File: src/rtl/isa_io_pkg.sv
// Shared types and constants for the ISA I/O target.
// ISA_IOCS16_EN selects the 16-bit responder; undefined builds an 8-bit target.
package isa_io_pkg;

    localparam int unsigned DATA_W = 16;
    localparam int unsigned REG_W  = 4;
    localparam int unsigned BE_W   = 2;

    typedef enum logic [2:0] {
        IDLE,
        RD_WAIT,
        RD_DRIVE,
        WR_PUSH,
        WR_STALL,
        DONE
    } state_t;

    typedef struct packed {
        logic [REG_W-1:0]  addr;
        logic [DATA_W-1:0] data;
        logic [BE_W-1:0]   be;
    } wr_entry_t;

    localparam logic [DATA_W-1:0] RD_TIMEOUT_DATA = 16'hFFFF;

`ifdef ISA_IOCS16_EN
    localparam logic [DATA_W-1:0] DATA_MASK = 16'hFFFF;
    localparam logic              BE_HI_EN  = 1'b1;
`else
    localparam logic [DATA_W-1:0] DATA_MASK = 16'h00FF;
    localparam logic              BE_HI_EN  = 1'b0;
`endif

    // Low byte is always enabled; the high byte only on a 16-bit responder with SBHE# low.
    function automatic logic [BE_W-1:0] byte_enables(input logic sbhe_n);
        return {BE_HI_EN & ~sbhe_n, 1'b1};
    endfunction

endpackage

File: src/rtl/isa_io_wr_fifo.sv
// Synchronous write FIFO of wr_entry_t; wrap-bit pointers give full/empty.
module isa_io_wr_fifo
    import isa_io_pkg::*;
#(
    parameter int unsigned DEPTH = 8
) (
    input  logic      clk,
    input  logic      reset,
    input  logic      push,
    input  wr_entry_t push_entry,
    input  logic      pop,
    output wr_entry_t head,
    output logic      full,
    output logic      empty
);

    localparam int unsigned AW = (DEPTH > 1) ? $clog2(DEPTH) : 1;

    wr_entry_t     mem [DEPTH];
    logic [AW:0]   wptr;
    logic [AW:0]   rptr;
    logic          do_push;
    logic          do_pop;

    assign empty   = (wptr == rptr);
    assign full    = (wptr[AW] != rptr[AW]) && (wptr[AW-1:0] == rptr[AW-1:0]);
    assign do_pop  = pop && !empty;
    // A full FIFO still accepts a push in the cycle it is popped.
    assign do_push = push && (!full || do_pop);
    assign head    = empty ? '0 : mem[rptr[AW-1:0]];

    always_ff @(posedge clk or posedge reset) begin
        if (reset) begin
            wptr <= '0;
            rptr <= '0;
        end else begin
            if (do_push) wptr <= wptr + (AW+1)'(1);
            if (do_pop)  rptr <= rptr + (AW+1)'(1);
        end
    end

    always_ff @(posedge clk) begin
        if (do_push) mem[wptr[AW-1:0]] <= push_entry;
    end

endmodule

File: src/rtl/isa_io_target.sv
// ISA I/O-cycle target: synchronises strobes, decodes a 16-register window and bridges to fabric.
// ISA_IOCS16_EN defined builds a 16-bit responder driving IOCS16#.
module isa_io_target
    import isa_io_pkg::*;
#(
    parameter logic [15:0] BASE_ADDR   = 16'h0220,
    parameter int unsigned SYNC_STAGES = 2,
    parameter int unsigned WAIT_MAX    = 64,
    parameter int unsigned FIFO_DEPTH  = 8
) (
    input  logic              clk,
    input  logic              reset,
    input  logic [15:0]       isa_sa,
    input  logic              isa_aen,
    input  logic              isa_ior_n,
    input  logic              isa_iow_n,
    input  logic              isa_sbhe_n,
    input  logic [DATA_W-1:0] isa_data_in,
    output logic [DATA_W-1:0] isa_data_out,
    output logic              isa_data_oe,
    output logic              isa_iochrdy_oe,
    output logic              isa_iocs16_oe,
    output logic              rd_req,
    output logic [REG_W-1:0]  rd_addr,
    input  logic [DATA_W-1:0] rd_data,
    input  logic              rd_valid,
    output logic              wr_valid,
    input  logic              wr_ready,
    output logic [REG_W-1:0]  wr_addr,
    output logic [DATA_W-1:0] wr_data,
    output logic [BE_W-1:0]   wr_be,
    output logic              timeout
);

    localparam int unsigned WCW = $clog2(WAIT_MAX + 1);

    logic [SYNC_STAGES-1:0] ior_sync;
    logic [SYNC_STAGES-1:0] iow_sync;
    logic [SYNC_STAGES-1:0] aen_sync;
    logic                   ior_s;
    logic                   iow_s;
    logic                   aen_s;
    logic                   ior_s_d;
    logic                   iow_s_d;
    logic                   ior_fall;
    logic                   iow_fall;
    logic                   hit_c;

    state_t                 state;
    logic [WCW-1:0]         wait_cnt;
    logic                   wait_expire;
    logic [REG_W-1:0]       sa_q;
    logic                   sbhe_q;

    wr_entry_t              push_entry;
    wr_entry_t              head;
    logic                   push_c;
    logic                   pop_c;
    logic                   fifo_full;
    logic                   fifo_empty;

    // Strobe/AEN synchronisers; idle strobes high and DMA asserted so reset raises no edge.
    always_ff @(posedge clk or posedge reset) begin
        if (reset) begin
            ior_sync <= '1;
            iow_sync <= '1;
            aen_sync <= '1;
            ior_s_d  <= 1'b1;
            iow_s_d  <= 1'b1;
        end else begin
            ior_sync <= {ior_sync[SYNC_STAGES-2:0], isa_ior_n};
            iow_sync <= {iow_sync[SYNC_STAGES-2:0], isa_iow_n};
            aen_sync <= {aen_sync[SYNC_STAGES-2:0], isa_aen};
            ior_s_d  <= ior_s;
            iow_s_d  <= iow_s;
        end
    end

    assign ior_s       = ior_sync[SYNC_STAGES-1];
    assign iow_s       = iow_sync[SYNC_STAGES-1];
    assign aen_s       = aen_sync[SYNC_STAGES-1];
    assign ior_fall    = ior_s_d & ~ior_s;
    assign iow_fall    = iow_s_d & ~iow_s;
    assign hit_c       = !aen_s && (isa_sa[15:4] == BASE_ADDR[15:4]);
    assign wait_expire = (wait_cnt == WCW'(WAIT_MAX - 1));

`ifdef ISA_IOCS16_EN
    assign isa_iocs16_oe = hit_c & ~reset;
`else
    assign isa_iocs16_oe = 1'b0;
`endif

    // Write data is taken on the push edge, at least two cycles after the strobe edge.
    assign push_c     = (state == WR_PUSH) && (wait_cnt != '0);
    assign pop_c      = !fifo_empty && wr_ready;
    assign push_entry = '{addr: sa_q, data: isa_data_in & DATA_MASK, be: byte_enables(sbhe_q)};

    // Cycle FSM with registered bus and fabric outputs.
    always_ff @(posedge clk or posedge reset) begin
        if (reset) begin
            state          <= IDLE;
            wait_cnt       <= '0;
            sa_q           <= '0;
            sbhe_q         <= 1'b1;
            rd_req         <= 1'b0;
            rd_addr        <= '0;
            isa_data_out   <= '0;
            isa_data_oe    <= 1'b0;
            isa_iochrdy_oe <= 1'b0;
            timeout        <= 1'b0;
        end else begin
            timeout <= 1'b0;
            if (state != IDLE && wait_cnt != WCW'(WAIT_MAX)) wait_cnt <= wait_cnt + WCW'(1);

            case (state)
                IDLE: begin
                    wait_cnt <= '0;
                    if (ior_fall && hit_c) begin
                        rd_req         <= 1'b1;
                        rd_addr        <= isa_sa[3:0];
                        isa_iochrdy_oe <= 1'b1;
                        state          <= RD_WAIT;
                    end else if (iow_fall && ior_s && hit_c) begin
                        sa_q   <= isa_sa[3:0];
                        sbhe_q <= isa_sbhe_n;
                        if (fifo_full) begin
                            isa_iochrdy_oe <= 1'b1;
                            state          <= WR_STALL;
                        end else begin
                            state <= WR_PUSH;
                        end
                    end
                end
                RD_WAIT: begin
                    if (rd_valid) begin
                        isa_data_out   <= rd_data & DATA_MASK;
                        rd_req         <= 1'b0;
                        isa_iochrdy_oe <= 1'b0;
                        isa_data_oe    <= 1'b1;
                        state          <= RD_DRIVE;
                    end else if (wait_expire) begin
                        isa_data_out   <= RD_TIMEOUT_DATA & DATA_MASK;
                        rd_req         <= 1'b0;
                        isa_iochrdy_oe <= 1'b0;
                        isa_data_oe    <= 1'b1;
                        timeout        <= 1'b1;
                        state          <= RD_DRIVE;
                    end
                end
                RD_DRIVE: begin
                    if (ior_s) begin
                        isa_data_oe <= 1'b0;
                        state       <= DONE;
                    end
                end
                WR_STALL: begin
                    if (!fifo_full || pop_c) begin
                        state <= WR_PUSH;
                    end else if (wait_expire) begin
                        isa_iochrdy_oe <= 1'b0;
                        timeout        <= 1'b1;
                        state          <= DONE;
                    end
                end
                WR_PUSH: begin
                    if (push_c) begin
                        isa_iochrdy_oe <= 1'b0;
                        state          <= DONE;
                    end
                end
                DONE: begin
                    if (ior_s && iow_s) state <= IDLE;
                end
                default: state <= IDLE;
            endcase
        end
    end

    isa_io_wr_fifo #(
        .DEPTH (FIFO_DEPTH)
    ) u_wr_fifo (
        .clk        (clk),
        .reset      (reset),
        .push       (push_c),
        .push_entry (push_entry),
        .pop        (pop_c),
        .head       (head),
        .full       (fifo_full),
        .empty      (fifo_empty)
    );

    assign wr_valid = ~fifo_empty;
    assign wr_addr  = head.addr;
    assign wr_data  = head.data;
    assign wr_be    = head.be;

endmodule

File: config.mk
export PLATFORM = sky130hd
export DESIGN_NAME = isa_io_target
export DESIGN_NICKNAME = d
export VERILOG_FILES = /design/src/rtl/isa_io_pkg.sv /design/src/rtl/isa_io_wr_fifo.sv /design/src/rtl/isa_io_target.sv
export SDC_FILE = /design/constraint.sdc
export NUM_CORES = 1
export LEC_CHECK = 0
export BUFFER_PORTS_ARGS = -buffer_cell sky130_fd_sc_hd__buf_2
export CORE_ASPECT_RATIO = 1.25
export CORE_UTILIZATION = 25
export CTS_CLUSTER_SIZE = 12
export DETAILED_ROUTE_END_ITERATION = 16
export GPL_ROUTABILITY_DRIVEN = 0
export PLACE_DENSITY_LB_ADDON = 0.15
export SYNTH_ARGS = -nofsm -noshare
export SYNTH_HDL_FRONTEND = slang
export SYNTH_SLANG_ARGS = --single-unit
export TNS_END_PERCENT = 30
File: constraint.sdc
create_clock -name clk -period 3.3 [get_ports clk]
set_input_delay 0.33 -clock clk [delete_from_list [all_inputs] [get_ports clk]]
set_output_delay 0.33 -clock clk [all_outputs]
set_load 0.01 [all_outputs]
---- Yosys cells after proc, flatten, opt, wreduce, memory -nomap -nowiden ----
Memory sizes are Yosys's and may differ from the RTL's.
Cells that the tools add are included.
storage, ports and cells
  register bits after elaboration ......... 54
  latch bits .............................. 0
  RAM bits ................................ 96
  memory bits (read-only) ................. 0
  input bits .............................. 56
  output and inout port bits .............. 48
  logic and storage cells ................. 115
  memories ................................ 1
cells by class
  add/subtract/negate cells ............... 3
  multiply operators ...................... 0
  divide/modulo/power cells ............... 0
  $lt $le $gt $ge ......................... 0
  equality and inequality tests ........... 20
  shift operators ......................... 0
  multiplexer cells ....................... 38
  bitwise gates (word level) .............. 6
  reduce and logical (&&, ||, !) cells .... 31
memory list
  name           words  width  rd ports  clocked after Yosys merged registers in  wr ports  RTL line              text
  u_wr_fifo.mem  8      12     1         0                                        1         isa_io_wr_fifo.sv:19  wr_entry_t mem [DEPTH];
operator list
  operator                                                                 number
  16-bit 2-to-1 mux                                                        2
  3-bit 2-to-1 mux                                                         10
  22-bit 2-to-1 mux                                                        1
  1-bit 2-to-1 mux                                                         18
  3-bit case mux with 6 select lines                                       1
  7-bit 2-to-1 mux                                                         2
  12-bit by 6-bit equality test with 1-bit output (second input constant)  1
  1-bit logical AND                                                        11
  3-bit != test (second input constant)                                    3
  3-bit AND reduction                                                      3
  4-bit by 1-bit adder with 4-bit output (second input constant)           2
  2-bit != test (second input constant)                                    4
  2-bit nonzero test                                                       4
  7-bit by 1-bit adder with 7-bit output (second input constant)           1
  7-bit by 6-bit equality test with 1-bit output (second input constant)   1
  7-bit != test (second input constant)                                    1
  7-bit nonzero test                                                       1
  3-bit by 2-bit equality test with 1-bit output (second input constant)   2
  3-bit equality test (second input constant)                              2
  1-bit case mux with 2 select lines                                       3
  6-bit AND reduction                                                      1
  5-bit AND reduction                                                      1
  4-bit equality test                                                      1
  1-bit inverter                                                           4
  13 further kinds                                                         18

---- Depth between registers and ports, before layout ----
Gate-level depths: netlist (run 1).
  depth in word-level cells ............... 8
  depth in mapped cells ................... 7
  depth with buffers taken out ............ 6

---- Cells and area by module ----
From an unflattened synthesis (run 1), not the netlist that was laid out.
second synthesis, totals
  cells, all modules ...................... 508
  area, all modules ....................... 9125.0 µm²
modules (own cells, without submodules)
  module          times used  cells an instance  area an instance (µm²)  seq. area each (µm²)
  isa_io_wr_fifo  1           338                7267.0                  5485.3
  isa_io_target   1           170                1858.0                  960.9

---- Worst setup path before layout (run 1) ----
No wires, ideal clock.
  path type ............................... register to register
  start ................................... register u_wr_fifo.rptr[0]
  end ..................................... memory u_wr_fifo.mem[0][0] in the netlist's numbering (enable)
  setup time .............................. 0.396 ns
  arrival ................................. 2.065 ns
  data required time ...................... 2.904 ns
  setup slack ............................. 0.839 ns
  stages on the path, launching flop included .. 7
  buffers on the path ..................... 1
  clock period less this slack ............ 2.461 ns
  cells stage by stage .................... dfrtp_1 buf_6 xnor2_2 nand4_2 o2111a_1 nand2b_1 nor3_1
on the way
  longest elaborated chain between the ends .. 8
  elaborated cells between the ends (all ways) .. 11
  classes of those cells .................. 2 x eq/ne; 2 x mux; 7 x reduce/logical
RTL lines
  what                                      RTL line                                   text
  from (decl)                               isa_io_wr_fifo.sv:21                       logic [AW:0] rptr;
  from (signal assigned)                    isa_io_wr_fifo.sv:38                       if (do_pop) rptr <= rptr + (AW+1)'(1);
  4-bit equality test                       isa_io_wr_fifo.sv:25                       assign empty = (wptr == rptr);
  1-bit logical NOT                         isa_io_wr_fifo.sv:27, isa_io_target.sv:95
  1-bit logical AND                         isa_io_target.sv:95                        assign pop_c = !fifo_empty && wr_ready;
  1-bit logical AND                         isa_io_wr_fifo.sv:27                       assign do_pop = pop && !empty;
  1-bit logical OR *                        isa_io_wr_fifo.sv:29                       assign do_push = push && (!full || do_pop);
  1-bit logical AND *                       isa_io_wr_fifo.sv:29
  1-bit 2-to-1 mux *                        isa_io_wr_fifo.sv:43                       if (do_push) mem[wptr[AW-1:0]] <= push_entry;
  1-bit 2-to-1 mux (not written as such) *  isa_io_wr_fifo.sv:43
  to (decl)                                 isa_io_wr_fifo.sv:19
Mark *: on every way between the ends. The rest lies on a longest branch, timed or not.

---- Worst setup path after layout (run 1) ----
  start ................................... register u_wr_fifo.rptr[0]
  end ..................................... output wr_addr[3]
on the way
  longest elaborated chain between the ends .. 2
  elaborated cells between the ends (all ways) .. 3
  classes of those cells .................. 1 x eq/ne; 1 x mux; 1 x memory
RTL lines
  what                                                      RTL line              text
  memory 8 x 12 bit or 4-bit equality test (tied branches)  n/a
  22-bit 2-to-1 mux *                                       isa_io_wr_fifo.sv:30  assign head = empty ? '0 : mem[rptr[AW-1:0]];
  to (decl)                                                 isa_io_target.sv:29   output logic [REG_W-1:0] wr_addr,
Marks and branches as above.

==> metrics, run 1 <==
Hold Path Class=in -> async; NetSw=2.04 mW; Buffers on Ports=just under 70; number of setup buffers added after CTS=0; worst-case clock buffer depth=2; ys flop type=edfxtp_1; post_cts resized=0; Die Height=177 um; Clk Latency, worst-skew pair=0.41 ns; sequential area share after synthesis=0.658; Post-synth ARST share=0.324; Max Cap Viol=0; CTS tree=yes; hold_ws=~0.15 ns; final setup fails=0; Die Span X=142 um; Synth area leaders=edfxtp_1 (47%), dfrtp_1 (15%), mux4_2 (8.8%), dfstp_2 (3.4%), buf_4 (2.6%); Final min period=2.65 ns; startpoint types=flop; Slew Viols, Final=0; Root Buffer=clkbuf_16; clk_skew=0.00933 ns; FP Rows=63; worst path required time=2.97 ns; vias in the first global route=3739; yosys warns=0; DRT Wirelength=12700 um; CP Class=reg -> out; Post-layout nets=525; Slew @ Worst Pin=1.01 ns; Worst R2R Start=state[2]$_DFFE_PP0P_; Yosys top cell by area=edfxtp_1; Pre-antenna DRT Iters=4; largest net degree at the start of global routing=47; Area Growth Syn to Fin=20.9%; Clock Pin Slew Worst Setup and Hold Paths=0.07 ns; Leak=2.89 nW; RSZ-0062 raised after global routing=false; post-synthesis cell area=6140 um^2; Tot Pwr=6.05 mW; placed insts=768; Tot GR Track Use=0.109; Synth Register Bits=142; DR DRC count=0; hold_buf cts=3; r2r setup slk=0.94 ns; initial core utilization=0.257; CP max FO=27; 1st-iter DRT viols=114; post-route ant nets=0; GRT overflow=0; ant diodes=0; TNS Setup=0 ns; r2r endpoint=u_wr_fifo.mem[7][9]$_DFFE_PP_; clock sinks=142; Critical Path End Type=output pin; layout cell share with drive strength beyond 1=0.366; Gate Count Post-Synth=roughly 380; Clk pwr share=0.302; Tcrit/Tclk final=0.804; fmax=377 MHz; Worst Reg-to-Reg Cells=4; switching share of power=0.337; routed length per instance=between 15 and 20 um; worst path arrival time=2.32 ns; Seq pwr share=0.385; Cell variety after synth=62; hpwl dp=approximately 8000 um; outcome=complete, no violations; Post-Layout Cell Count=803; top-area cell type share of the netlist area=0.469; Power Internal=4.01 mW; Rel. slew slack=0.325; Mean Syn Cell Area=between 15 and 20 um^2; # IOs=104; htree depth=4; EDFF count, synth=96; first-pass GRT wire length=slightly above 20000 um; via density per instance=4.16; CTS buffer count=17; Die Area=25200 um^2; vias=3340; initial antenna violation count=1; Final Hold Fails=0; Max IR drop VDD=0.358 mV; PwrDens=between 800 and 900 nW/um^2; Placeable Area=23900 um^2; combinational share of power=0.314
stage by stage:
| step | worst slack [ns] | area (um^2) | util |
|---|---|---|---|
| detailed placement | 0.924 | 6830 | 0.286 |
| floorplan | 0.839 | 6210 | - |
| global route | 0.471 | 7420 | 0.311 |
| CTS | 0.538 | 7420 | 0.311 |
| global placement | 0.939 | 6830 | 0.286 |
| finish | 0.648 | 7420 | 0.311 |
logic make-up (layout without fill, tap and decap cells):
group | count (synthesis) | after routing | share of synthesized area
AO/OA/AOI/OAI | 35 | 35 | 0.0499
multiplexers | 46 | 46 | 0.127
AND/OR/NAND/NOR | 95 | 95 | 0.0917
adder cells (fa/ha/maj) | 4 | 4 | 0.00815
flip-flops | 142 | 142 | 0.658
XOR/XNOR | 12 | 12 | 0.0208
buffers and inverters | 44 | 126 | 0.0434
other | 1 | 18 | 0.000611
power by group through the flow:
stage               registers [mW]  logic (mW)  clock network (mW)
floorplan                     2.29        1.49                   0
global placement              2.36        1.94                   0
detailed placement            2.37        1.95                   0
CTS                           2.33        1.96                1.89
global route                  2.36        2.13                1.96
finish                        2.33        1.90                1.83
layer usage:
metal / GRT usage / part of all wire
met5: 0 / 0.00071
met4: 0.0381 / 0.011
met3: 0.0341 / 0.043
met2: 0.184 / 0.49
met1: 0.130 / 0.45
cell type report:
type / count / area [um^2]
clock buffers: 17 / 425
inverters: 10 / 37.5
clock inverters: 15 / 138
multi-input cells: 210 / 1910
repair buffers: 84 / 468
well taps: 325 / 407
flip-flops and latches: 142 / 4040
fillers: 2385 / 16500
critical path, cell delays in order, from the launching register on:
cell and delay [ns]:
dfrtp_1 0.39, buf_4 0.51, mux4_2 0.58, mux2i_1 0.15
nor2_1 0.09, buf_2 0.19
worst max-delay path by stage:
stage / start / to / slack [ns] / depth (start not counted)
after detailed placement: state[2]$_DFFE_PP0P_ / u_wr_fifo.mem[7][2]$_DFFE_PP_ / 0.92 / 4
final: u_wr_fifo.rptr[0]$_DFFE_PP0P_ / wr_addr[3] / 0.65 / 5
after global routing: u_wr_fifo.rptr[0]$_DFFE_PP0P_ / wr_data[4] / 0.47 / 5
after CTS: u_wr_fifo.rptr[0]$_DFFE_PP0P_ / wr_addr[3] / 0.54 / 5
after floorplan: u_wr_fifo.rptr[0]$_DFFE_PP0P_ / u_wr_fifo.mem[0][0]$_DFFE_PP_ / 0.84 / 6
after global placement: state[2]$_DFFE_PP0P_ / u_wr_fifo.mem[7][2]$_DFFE_PP_ / 0.94 / 4
layout by cell type (no fill, tap or decap), drive strengths merged, types with 3 or more instances in the layout:
cell type	instances
a21oi	6
buf	81
clkbuf	17
conb	18
dfrtp	38
dfstp	8
dlygate4sd3	3
edfxtp	96
ha	4
inv	22
mux2	10
mux2i	12
mux4	24
nand2	17
nand2b	8
nand3	7
nand4	5
nor2	33
nor3	7
o21ai	4
o22a	9
or3	4
xnor2	9
xor2	3
registers in the layout (all words and copies together), names as in the netlist, 2 cells and up:
signal	count
aen_sync	2
ior_sync	2
iow_sync	2
isa_data_out	8
rd_addr	4
sa_q	4
state	3
u_wr_fifo.mem	96
u_wr_fifo.rptr	4
u_wr_fifo.wptr	4
wait_cnt	7
synth_stat cells (all sizes together), types with 2 or more instances:
cell type and n:
a21oi 6, a31oi 2, buf 30, clkbuf 4, dfrtp 38, dfstp 8
edfxtp 96, ha 4, inv 10, mux2 10, mux2i 12, mux4 24
nand2 17, nand2b 8, nand3 7, nand3b 2, nand4 5, nor2 33
nor2b 2, nor3 7, nor3b 2, nor4 2, o2111ai 2, o21ai 4
o221ai 2, o22a 9, or3 4, xnor2 9, xor2 3
Note: power is estimated with default switching activity, not from simulation.
==> run 2, diff against run 1 <==
==> constraint.sdc (replaced) <==
create_clock -name clk -period 2.3 [get_ports clk]
set_input_delay 0.23 -clock clk [delete_from_list [all_inputs] [get_ports clk]]
set_output_delay 0.23 -clock clk [all_outputs]
set_load 0.01 [all_outputs]
==> run 2 against run 1 <==
Total power rose by 49%. Via count is 5.1% higher. Design area rose by 3.2%. Largest power group unchanged. Core utilization increased by 1.0 points. Critical path depth is 1 higher.
==> metrics, run 2 (same netlist as run 1, synthesis figures left out) <==
Placeable Area=23900 um^2 (unchanged); Slew Viols, Final=0 (unchanged); via density per instance=4.27 (was 4.16); CP Class=reg -> out (unchanged); first-pass GRT wire length=21000 um (was 20200 um); crit-path max cell delay=0.48 ns (was 0.58 ns); largest net degree at the start of global routing=30 (was 47); 1st-iter DRT viols=165 (was 114); vias=3512 (was 3340); Clock Pin Slew Worst Setup and Hold Paths=0.06 ns (was 0.07 ns); outcome=complete, no violations (unchanged); Clk Latency, worst-skew pair=0.41 ns (about the same); NetSw=2.94 mW (was 2.04 mW); Max Cap Viol=0 (unchanged); Cell Area, Placed=6970 um^2 (was 6830 um^2); Leak=3.00 nW (was 2.89 nW); Final min period=2.22 ns; final setup fails=0 (unchanged); Die Area=25200 um^2 (unchanged); placed insts=776 (was 768); Slew @ Worst Pin=0.635 ns (was 1.01 ns); Multi-input gate area=1910 um^2 (about the same); Seq pwr share=0.370 (was 0.385); PwrDens=1180 nW/um^2 (was 815 nW/um^2); # IOs=104 (unchanged); commonest cells after routing, fill and taps aside=edfxtp_1 (96), buf_2 (68), dfrtp_1 (37) (was edfxtp_1 (96), buf_2 (68), dfrtp_1 (38)); Rel. slew slack=0.576 (was 0.325); Max IR drop VDD=0.518 mV (was 0.358 mV); commonest non-fill, non-tap cell in the layout=edfxtp_1 (unchanged); Critical Path End Type=output pin (unchanged); CTS tree=yes (unchanged); GRT overflow=0 (unchanged); Register Area=4050 um^2 (was 4040 um^2); Finished Core Util=0.321 (was 0.311); worst-case clock buffer depth=2 (unchanged); final std cell area, no fill=7660 um^2 (was 7420 um^2); htree depth=4 (unchanged); post-route ant nets=0 (unchanged); fmax=451 MHz; Root Buffer=clkbuf_16 (unchanged); switching share of power=0.326 (was 0.337); Clk pwr share=0.285 (was 0.302); Tcrit/Tclk final=0.965; layout cell share with drive strength beyond 1=0.392 (was 0.366); routed length per instance=16.4 um (was 15.9 um); clk_skew=0.0118 ns (was 0.00933 ns); Largest register FFs=96 (unchanged); initial core utilization=0.257 (unchanged); clock sinks=142 (unchanged); Post-Layout Cell Count=822 (was 803); Die Height=177 um (unchanged); Area Growth Syn to Fin=24.8% (was 20.9%); ant diodes=0 (unchanged); DRT Wirelength=13500 um (was 12700 um); Die Span X=142 um (unchanged); FP Rows=63 (unchanged); RSZ-0062 raised after global routing=true (was false); combinational share of power=0.345 (was 0.314); Power Internal=6.08 mW (was 4.01 mW); worst path arrival time=1.99 ns (was 2.32 ns); Post-layout nets=546 (was 525); fill count=2383 (was 2385); startpoint types=flop (unchanged); CP max FO=15 (was 27); Tot Pwr=9.02 mW (was 6.05 mW); worst path required time=2.07 ns (was 2.97 ns); chain of cells forming the critical path=buf_12, buf_4, mux4_2, mux2i_1, nor2_1, buf_2 (was buf_4, mux4_2, mux2i_1, nor2_1, buf_2); slowest CP cell=mux4_2 (unchanged); Tot GR Track Use=0.115 (was 0.109); initial antenna violation count=0 (was 1); vias in the first global route=3748 (was 3739); Pre-antenna DRT Iters=4 (unchanged); Hold Path Class=in -> reg (was in -> async); Buffers on Ports=68 (unchanged); CTS buffer count=17 (unchanged); hpwl dp=8560 um (was 8200 um); DR DRC count=0 (unchanged); Final Hold Fails=0 (unchanged)
-- run 2: cell types whose count changed in the layout (fill, tap and decap cells not counted), sizes merged --
cell         before  now
bufinv            0    1
clkinv            2    5
dlygate4sd3       3    4
clkinvlp          1    4
buf              81  101
inv              22   13
-- run 2: critical path, delay by kind of cell (launching register included) --
family,cells,cell delay (ns)
DFF,1,0.43
and+or+nand+nor,1,0.07
muxes,2,0.63
buffers and inverters,3,0.44
-- run 2: final cells by class --
class	instances	share of cell area
clock buffers	17	0.0555
clock inverters	13	0.0153
inverters	10	0.00490
multi-input cells	210	0.249
flip-flops and latches	142	0.528
well taps	325	0.0531
repair buffers	105	0.0944
-- run 2: timing repair --
| item | in CTS | in global routing |
|---|---|---|
| hold buffers | 4 | 0 |
| gates resized for setup | 2 | 1 |
| setup buffers | 0 | 12 |
| gates cloned | 0 | 0 |
| endpoints found under the hold margin | 22 | 0 |
| setup endpoints to repair | 2 | 3 |
-- run 2: final timing paths --
check	depth (start not counted)	slack, ns	endpoint	startpoint
min	2	0.05	isa_data_out[3]$_DFFE_PP0P_	rd_data[3]
max in group asynchronous	4	1.22	isa_iochrdy_oe$_DFFE_PP0P_	reset
min reg2reg	0	0.36	iow_sync[1]$_DFF_PP1_	iow_sync[0]$_DFF_PP1_
max reg2reg	7	0.26	u_wr_fifo.mem[4][4]$_DFFE_PP_	wait_cnt[0]$_DFFE_PP0P_
min in group asynchronous	3	0.46	isa_data_out[2]$_DFFE_PP0P_	reset
max	6	0.08	wr_addr[2]	u_wr_fifo.rptr[0]$_DFFE_PP0P_
-- run 2: per-stage QoR --
stage | setup TNS [ns] | setup WS (ns) | hold slack (ns)
3_5_place_dp | 0 | 0.255 | 0.337
2_1_floorplan | -1.53 | -0.127 | 0.234
4_1_cts | 0 | 0.00373 | 0.0292
3_3_place_gp | 0 | 0.282 | 0.337
5_1_grt | -0.0265 | -0.0124 | 0.0312
6_report | 0 | 0.0808 | 0.0475
-- run 2: power by group through the flow --
stage	clock network [mW]	registers [mW]	logic, mW
after floorplan	0	3.29	2.15
after global placement	0	3.37	2.96
after detailed placement	0	3.38	2.97
after CTS	2.64	3.33	3.00
after global routing	2.76	3.38	3.43
final	2.57	3.33	3.11
-- run 2: routing by layer --
metal | vias to the layer above | global-route usage | wire length (um) | share of wire
met5 | - | 0 | 0 | 0
met1 | 1789 | 0.134 | 5800 | 0.43
met3 | 13 | 0.0279 | 534 | 0.040
met2 | 102 | 0.200 | 6950 | 0.52
met4 | 0 | 0.0448 | 181 | 0.013
li1 | 1608 | - | - | -
